**src/rtl/outer_seq.sv**
```systemverilog
// rtl/outer_seq.sv - outer-interpreter sequencer: walks the TIB, drives finder/atoi/eforth and compiles into the dictionary
module outer_seq #(
  parameter int TIB = 'h0,
  parameter int MSZ = 8,
  parameter int DSZ = 32,
  parameter int ASZ = 17,
  parameter int LIT = 'h01
) (
  input  logic           clk,
  input  logic           rst,
  input  logic           en,
  input  logic           compile,
  input  logic [ASZ-1:0] tib_end,
  input  logic [ASZ-1:0] here0,
  input  logic [MSZ-1:0] mem,
  output logic           mb_we,
  output logic [ASZ-1:0] mb_ai,
  output logic [MSZ-1:0] mb_vi,
  output logic [ASZ-1:0] aw,
  output logic           fdr_en,
  output logic           a2i_en,
  output logic           exe_en,
  input  logic           fdr_bsy,
  input  logic           a2i_bsy,
  input  logic           exe_bsy,
  input  logic [ASZ-1:0] fdr_ai,
  input  logic [ASZ-1:0] a2i_ai,
  input  logic [ASZ-1:0] exe_ai,
  input  logic           fdr_hit,
  input  logic [ASZ-1:0] fdr_tib,
  input  logic           a2i_err,
  input  logic [DSZ-1:0] a2i_vo,
  output logic [ASZ-1:0] exe_pfa,
  output logic [MSZ-1:0] exe_op,
  output logic           ss_push,
  output logic [DSZ-1:0] ss_vi,
  input  logic           ss_full,
  output logic           bsy,
  output logic           err,
  output logic [ASZ-1:0] here
);

  localparam int NB = DSZ / MSZ;
  localparam int CW = (NB > 1) ? $clog2(NB) : 1;

  typedef enum logic [3:0] {
    S_IDLE, S_FND, S_EXE, S_CMA, S_A2I, S_LIT, S_NUM, S_PSH, S_NXT, S_ERR
  } state_t;

  state_t         state, state_n;
  logic [ASZ-1:0] tib;
  logic           mode;
  logic           first;
  logic [DSZ-1:0] val;
  logic [CW-1:0]  cnt;
  logic           fnd_done, a2i_done, exe_done;

  // A unit's busy is ignored on the entry cycle: it has not yet seen its enable.
  assign fnd_done = !first && !fdr_bsy;
  assign a2i_done = !first && !a2i_bsy;
  assign exe_done = !first && !exe_bsy;

  assign aw  = tib;
  assign err = (state == S_ERR);
  assign bsy = (state != S_IDLE) && (state != S_ERR);

  always_comb begin
    state_n = state;
    fdr_en  = 1'b0;
    a2i_en  = 1'b0;
    exe_en  = 1'b0;
    mb_we   = 1'b0;
    mb_ai   = '0;
    mb_vi   = '0;
    ss_push = 1'b0;
    ss_vi   = '0;
    case (state)
      S_IDLE: if (en) state_n = S_FND;
      S_FND: begin
        fdr_en = 1'b1;
        mb_ai  = fdr_ai;
        if (fnd_done) state_n = !fdr_hit ? S_A2I : (compile ? S_CMA : S_EXE);
      end
      S_EXE: begin
        exe_en = 1'b1;
        mb_ai  = exe_ai;
        if (exe_done) state_n = S_NXT;
      end
      S_CMA: begin
        mb_we   = 1'b1;
        mb_ai   = here;
        mb_vi   = exe_op;
        state_n = S_NXT;
      end
      S_A2I: begin
        a2i_en = 1'b1;
        mb_ai  = a2i_ai;
        if (a2i_done) state_n = a2i_err ? S_ERR : (mode ? S_LIT : S_PSH);
      end
      S_LIT: begin
        mb_we   = 1'b1;
        mb_ai   = here;
        mb_vi   = MSZ'(LIT);
        state_n = S_NUM;
      end
      S_NUM: begin
        mb_we = 1'b1;
        mb_ai = here;
        mb_vi = val[MSZ*cnt +: MSZ];
        if (cnt == CW'(NB-1)) state_n = S_NXT;
      end
      S_PSH: begin
        if (ss_full) begin
          state_n = S_ERR;
        end else begin
          ss_push = 1'b1;
          ss_vi   = a2i_vo;
          state_n = S_NXT;
        end
      end
      S_NXT:   state_n = (tib >= tib_end) ? S_IDLE : S_FND;
      S_ERR:   if (!en) state_n = S_IDLE;
      default: state_n = S_IDLE;
    endcase
    // Abort: nothing half-done may leave the block once en falls.
    if (!en) begin
      state_n = S_IDLE;
      fdr_en  = 1'b0;
      a2i_en  = 1'b0;
      exe_en  = 1'b0;
      mb_we   = 1'b0;
      ss_push = 1'b0;
    end
  end

  always_ff @(posedge clk or negedge rst) begin
    if (!rst) begin
      state   <= S_IDLE;
      first   <= 1'b0;
      tib     <= ASZ'(TIB);
      here    <= '0;
      mode    <= 1'b0;
      val     <= '0;
      cnt     <= '0;
      exe_pfa <= '0;
      exe_op  <= '0;
    end else begin
      state <= state_n;
      first <= (state_n != state);
      if (state == S_IDLE) begin
        tib  <= ASZ'(TIB);
        here <= here0;
        cnt  <= '0;
      end else if (en) begin
        case (state)
          S_FND: if (fnd_done) begin
            exe_pfa <= fdr_ai;
            exe_op  <= mem;
            tib     <= fdr_tib;
            mode    <= compile;
          end
          S_A2I: if (a2i_done) begin
            tib <= a2i_ai;
            if (mode) val <= a2i_vo;
          end
          S_CMA: here <= here + ASZ'(1);
          S_LIT: begin
            here <= here + ASZ'(1);
            cnt  <= '0;
          end
          S_NUM: begin
            here <= here + ASZ'(1);
            cnt  <= (cnt == CW'(NB-1)) ? '0 : cnt + CW'(1);
          end
          default: ;
        endcase
      end
    end
  end

endmodule

```
**config.mk**
```make
export PLATFORM = sky130hd
export DESIGN_NAME = outer_seq
export DESIGN_NICKNAME = d
export VERILOG_FILES = /design/src/rtl/outer_seq.sv
export SDC_FILE = /design/constraint.sdc
export NUM_CORES = 1
export LEC_CHECK = 0
export ABC_AREA = 1
export CORE_ASPECT_RATIO = 0.6
export CORE_MARGIN = 2
export CORE_UTILIZATION = 46
export CTS_CLUSTER_DIAMETER = 30
export DETAILED_ROUTE_END_ITERATION = 12
export PLACE_DENSITY = 0.93
export SETUP_SLACK_MARGIN = 0.5
export SKIP_LAST_GASP = 1
export SLEW_MARGIN = 20
export SYNTH_ARGS = -nofsm -noshare
export SYNTH_HDL_FRONTEND = slang
export SYNTH_SLANG_ARGS = --single-unit
```
**constraint.sdc**
```tcl
create_clock -name clk -period 5.6 [get_ports clk]
set_clock_uncertainty 0.05 [all_clocks]
set_input_delay 0.84 -clock clk [delete_from_list [all_inputs] [get_ports clk]]
set_output_delay 0.84 -clock clk [all_outputs]
set_load 0.02 [all_outputs]
```
# Word-level counts from Yosys, hierarchy flattened

Cells that the tools add are included.

Add/sub/neg operators: 2
Order comparisons: 1
Equality and inequality tests: 14
Shift operators: 1
Mux-type cells: 39
Bitwise logic cells: 1
Reduce and logical (&&, ||, !) cells: 20

Operators with widths:

| operator                | number |
|---|---|
| $mux W17                | 7 |
| $pmux W17 S4            | 1 |
| $mux W32                | 2 |
| $pmux W4 S10            | 1 |
| $pmux W17 S2            | 1 |
| $shiftx A32 B6 Y8       | 1 |
| $mux W4                 | 6 |
| $pmux W8 S3             | 1 |
| $add A17 B1 Y17 const B | 1 |
| $ge A17 B17 Y1          | 1 |
| $eq A4 B3 Y1 const B    | 4 |
| $mux W1                 | 14 |
| $eq A4 B2 Y1 const B    | 2 |
| $eq A4 B4 Y1 const B    | 2 |
| $mux W2                 | 4 |
| $reduce_and A4 Y1       | 2 |
| $ne A3 B3 Y1 const B    | 2 |
| $reduce_bool A3 Y1      | 2 |
| $reduce_and A5 Y1       | 1 |
| $eq A4 B1 Y1 const B    | 1 |
| $logic_and A1 B1 Y1     | 4 |
| $logic_not A1 Y1        | 4 |
| $logic_not A4 Y1        | 1 |
| $ne A4 B4 Y1            | 1 |
| 10 further kinds        | 12 |

Register bits: 99
Output and inout port bits: 123

# Depth between registers and ports, before layout

Word-level depth: 6
Gate-level depth with buffers: 14
Gate-level depth less buffers: 14

# Worst setup path before layout

Ideal clock, no wire load.

Path type: flip-flop to output port
Start: register state[1]
End: output mb_ai[10]
Arrival time: 1.521 ns
Setup slack: 3.189 ns
Cell stages (with the launch flop): 7
Buffers on the path: 1
Path through: dfrtp_1 inv_2 nand2_1 nor2_4 inv_2 buf_1 o2111ai_1

Cells in the longest elaborated chain, start to end: 3
Elaborated cells on any way between the ends: 8

Ends and longest elaborated chain:

| element                                      | line | RTL |
|---|---|---|
| from (decl)                                  | 50   | `state_t state, state_n;` |
| from (signal assigned)                       | 148  | `state <= state_n;` |
| $eq A4 B3 Y1 or $eq A4 B2 Y1 (tied branches) | 77   | `case (state)` |
| $reduce_or A3 Y1 (no source line)            | -    |  |
| $pmux W17 S4 (*)                             | 77   |  |
| to (decl)                                    | 17   | `output logic [ASZ-1:0] mb_ai,` |

Every way passes the cells marked *; elsewhere a longest branch is shown, timed or not.

# Final worst setup path

Start: input en
End: output a2i_en

Cells in the longest elaborated chain, start to end: 1

Ends and longest elaborated chain:

| element     | line | RTL |
|---|---|---|
| from (decl) | 11   | `input logic en,` |
| $mux W1     | 126  | `if (!en) begin` |
| to (decl)   | 21   | `output logic a2i_en,` |

Every way passes these cells.

==> qor.tcl <==
set qor(run_status) {finished, final reports clean}
set qor(hold_violations) 0
set qor(critical_path.startpoint_type) {input pin}
set qor(die_h_um) 94.1
set qor(first_global_vias) 6373
set qor(nNetsFinal) 1262
set qor(syn_inst) 837
set qor(grt_use_total_pct) 31.7
set qor(grt_max_degree) 65
set qor(timing.final.max_slew_violations) 0
set qor(mostFrequentLayoutCells) {sky130_fd_sc_hd__clkdlybuf4s50_1, sky130_fd_sc_hd__nand2_1, sky130_fd_sc_hd__inv_1}
set qor(multiInputGateArea_mm2) 0.00312
set qor(route.detailed.drc) 0
set qor(tritoncts) {built}
set qor(timing.final.setup_violations) 0
set qor(clock_latency_ps) 330
set qor(netlist_area_mm2) 0.00622
set qor(drt-pass1-iter-count) 5
set qor(asyncSetResetFlopFracSynth_pct) 100
set qor(yosys_register_bits) 99
set qor(synthFlopType) {sky130_fd_sc_hd__dfrtp_1}
set qor(cts.root.buffer_cell) {sky130_fd_sc_hd__clkbuf_16}
set qor(post_drt_wl_per_cell_um) 18.2
set qor(peakVddDrop_v) 0.000255
set qor(worst_hold_path_type) {in -> async}
set qor(initial_cell_density_of_the_core_pct) 47.8
set qor(cts.repair_timing.setup_buffer_count) 0
set qor(drive_above_1_share_pct) 6.30
set qor(row_count) 32
set qor(fp.dieW_um) 154
set qor(period_share_pct) 67.5
set qor(required_ps) 4710
set qor(timing.hold.ws_ps) 407
set qor(path_max_fanout) 13
set qor(detail_route.wirelength_um) 23100
set qor(htree_levels) 3
set qor(timing.max_slew.rel_slack_pct) 39.0
set qor(grt_setup_unrepaired) {false}
set qor(core_area_mm2) 0.0130
set qor(post_synth_num_cell_types) 45
set qor(layout_setup_ws_ps) 1820
set qor(synth_edf_count) 0
set qor(drv_cap) 0
set qor(period_needed_ps) 3780
set qor(cp_data_arrival_time_ps) 2890
set qor(layout.filler_cells) 999
set qor(grt_pass1_wl_um) 35200
set qor(detail-route-antenna-nets) 0
set qor(cts_buffer_depth) 2
set qor(cts.hold.buffers_added) 0
set qor(floorplan.die_area_mm2) 0.0145
set qor(yosysSeqAreaShare_pct) 39.8
set qor(power.density_cell_area_mw_per_mm2) 392
set qor(sinks_on_clock_net) 99
set qor(mostFrequentLayoutCell) {sky130_fd_sc_hd__clkdlybuf4s50_1}
set qor(critPathCaptureType) {output pin}
set qor(worst_setup_hold_path_clk_slew_ps) 70
set qor(postSynthAreaPerCell_um2) 7.43
set qor(tightest_slew_ps) 914
set qor(nets_in_the_synthesized_netlist) 1008
set qor(via_count) 6870
set qor(register_area_mm2) 0.00248
set qor(layout-area-overhead-vs-synth_pct) 50.2
set qor(placement.setup.worst_slack_ps) 1770
set qor(vias_per_cell) 5.43
set qor(gp_congestion) 0.927
set qor(overflow) 0
set qor(p_leak_nw) 4.40
set qor(max_frequency_ghz) 0.265
set qor(port_bufs) 274
set qor(detail_route.iter0.violations) 680
set qor(cts-buffers-inserted) 9
set qor(dpl_wire_length_um) 17900
set qor(setup_total_negative_slack_ps) 0
set qor(cts_repair_resize_count) 0
set qor(synth_warnings) 0
set qor(grt_antenna_before_repair) 0
set qor(timing.setup.critical_path_class) {in -> out}
set qor(top_level_ports) 275
set qor(diodes) 0
-- per-layer routing --
| metal | vias up | track usage [%] | part of all wire (%) |
|---|---|---|---|
| li1 | 3230 | - | - |
| met5 | - | 0 | 0 |
| met4 | 0 | 7.17 | 1.8 |
| met3 | 44 | 8.76 | 11 |
| met2 | 378 | 47.9 | 43 |
| met1 | 3218 | 45.4 | 44 |
-- through the flow --
step                      cell area, µm²  util [%]  instances  total power [mW]
final                               9340      71.8       1266              3.67
after global routing                9340      71.8       1266              3.87
after CTS                           9340      71.8       1266              3.66
after detailed placement            9040      69.5       1250              3.02
after global placement              9040      69.5       1250              2.96
after floorplan                     6220         -        837              2.17
-- layout make-up --
class | instances | share of cell area [%]
multi-input cells | 580 | 33.4
inverters | 125 | 5.05
repair buffers | 276 | 29.5
clock buffers | 9 | 2.41
clock inverters | 7 | 0.790
well taps | 170 | 2.28
flip-flops and latches | 99 | 26.5
-- where the power goes --
group          leakage [nW]  internal, mW  switching (mW)
clock network         0.146         0.349           0.282
registers              1.28         0.933           0.240
logic                  2.97         0.840            1.02
-- Yosys cell counts (all sizes together) (7+ instances only) --
master	count	share of area (%)
nand2	241	15
o211ai	7	0.85
dfrtp	99	40
nor2	82	5.8
nand3	34	3.1
o21ai	82	6.7
mux2	24	4.8
a21oi	37	3.2
clkbuf	25	1.5
nand4	10	1.1
inv	124	7.5
ha	19	3.8
o2111ai	17	2.4
a32o	7	1.1
buf	8	0.89
-- critical path, stage by stage --
cell                              delay [ps]
sky130_fd_sc_hd__clkdlybuf4s50_1         860
sky130_fd_sc_hd__inv_1                   300
sky130_fd_sc_hd__nor2_1                  240
sky130_fd_sc_hd__clkdlybuf4s50_1         650
-- registers in the layout, summed over array words and instances, names as in the netlist --
| name | cells |
|---|---|
| here | 17 |
| val | 32 |
| state | 4 |
| cnt | 2 |
| exe_pfa | 17 |
| mode | 1 |
| exe_op | 8 |
| first | 1 |
| aw | 17 |
-- final timing paths --
path,startpoint,end,slack (ps),depth (start not counted)
min reg2reg,val[18]$_DFFE_PN0P_,val[18]$_DFFE_PN0P_,440,2
min in group clk,val[18]$_DFFE_PN0P_,val[18]$_DFFE_PN0P_,440,2
max in group asynchronous,rst,exe_pfa[1]$_DFFE_PN0P_,3910,2
max reg2reg,state[3]$_DFF_PN0_,aw[2]$_DFFE_PN0P_,2690,8
min,rst,here[10]$_DFFE_PN0P_,410,1
max,en,a2i_en,1820,4
-- kinds of logic after synthesis --
family	Yosys count	synth area share [%]
AO/OA/AOI/OAI	161	15.5
buffers and inverters	158	9.98
adder cells (fa/ha/maj)	19	3.82
multiplexers	24	4.83
XOR/XNOR	5	0.704
flip-flops	99	39.8
AND/OR/NAND/NOR	371	25.3
(Power assumes the default switching activity.)
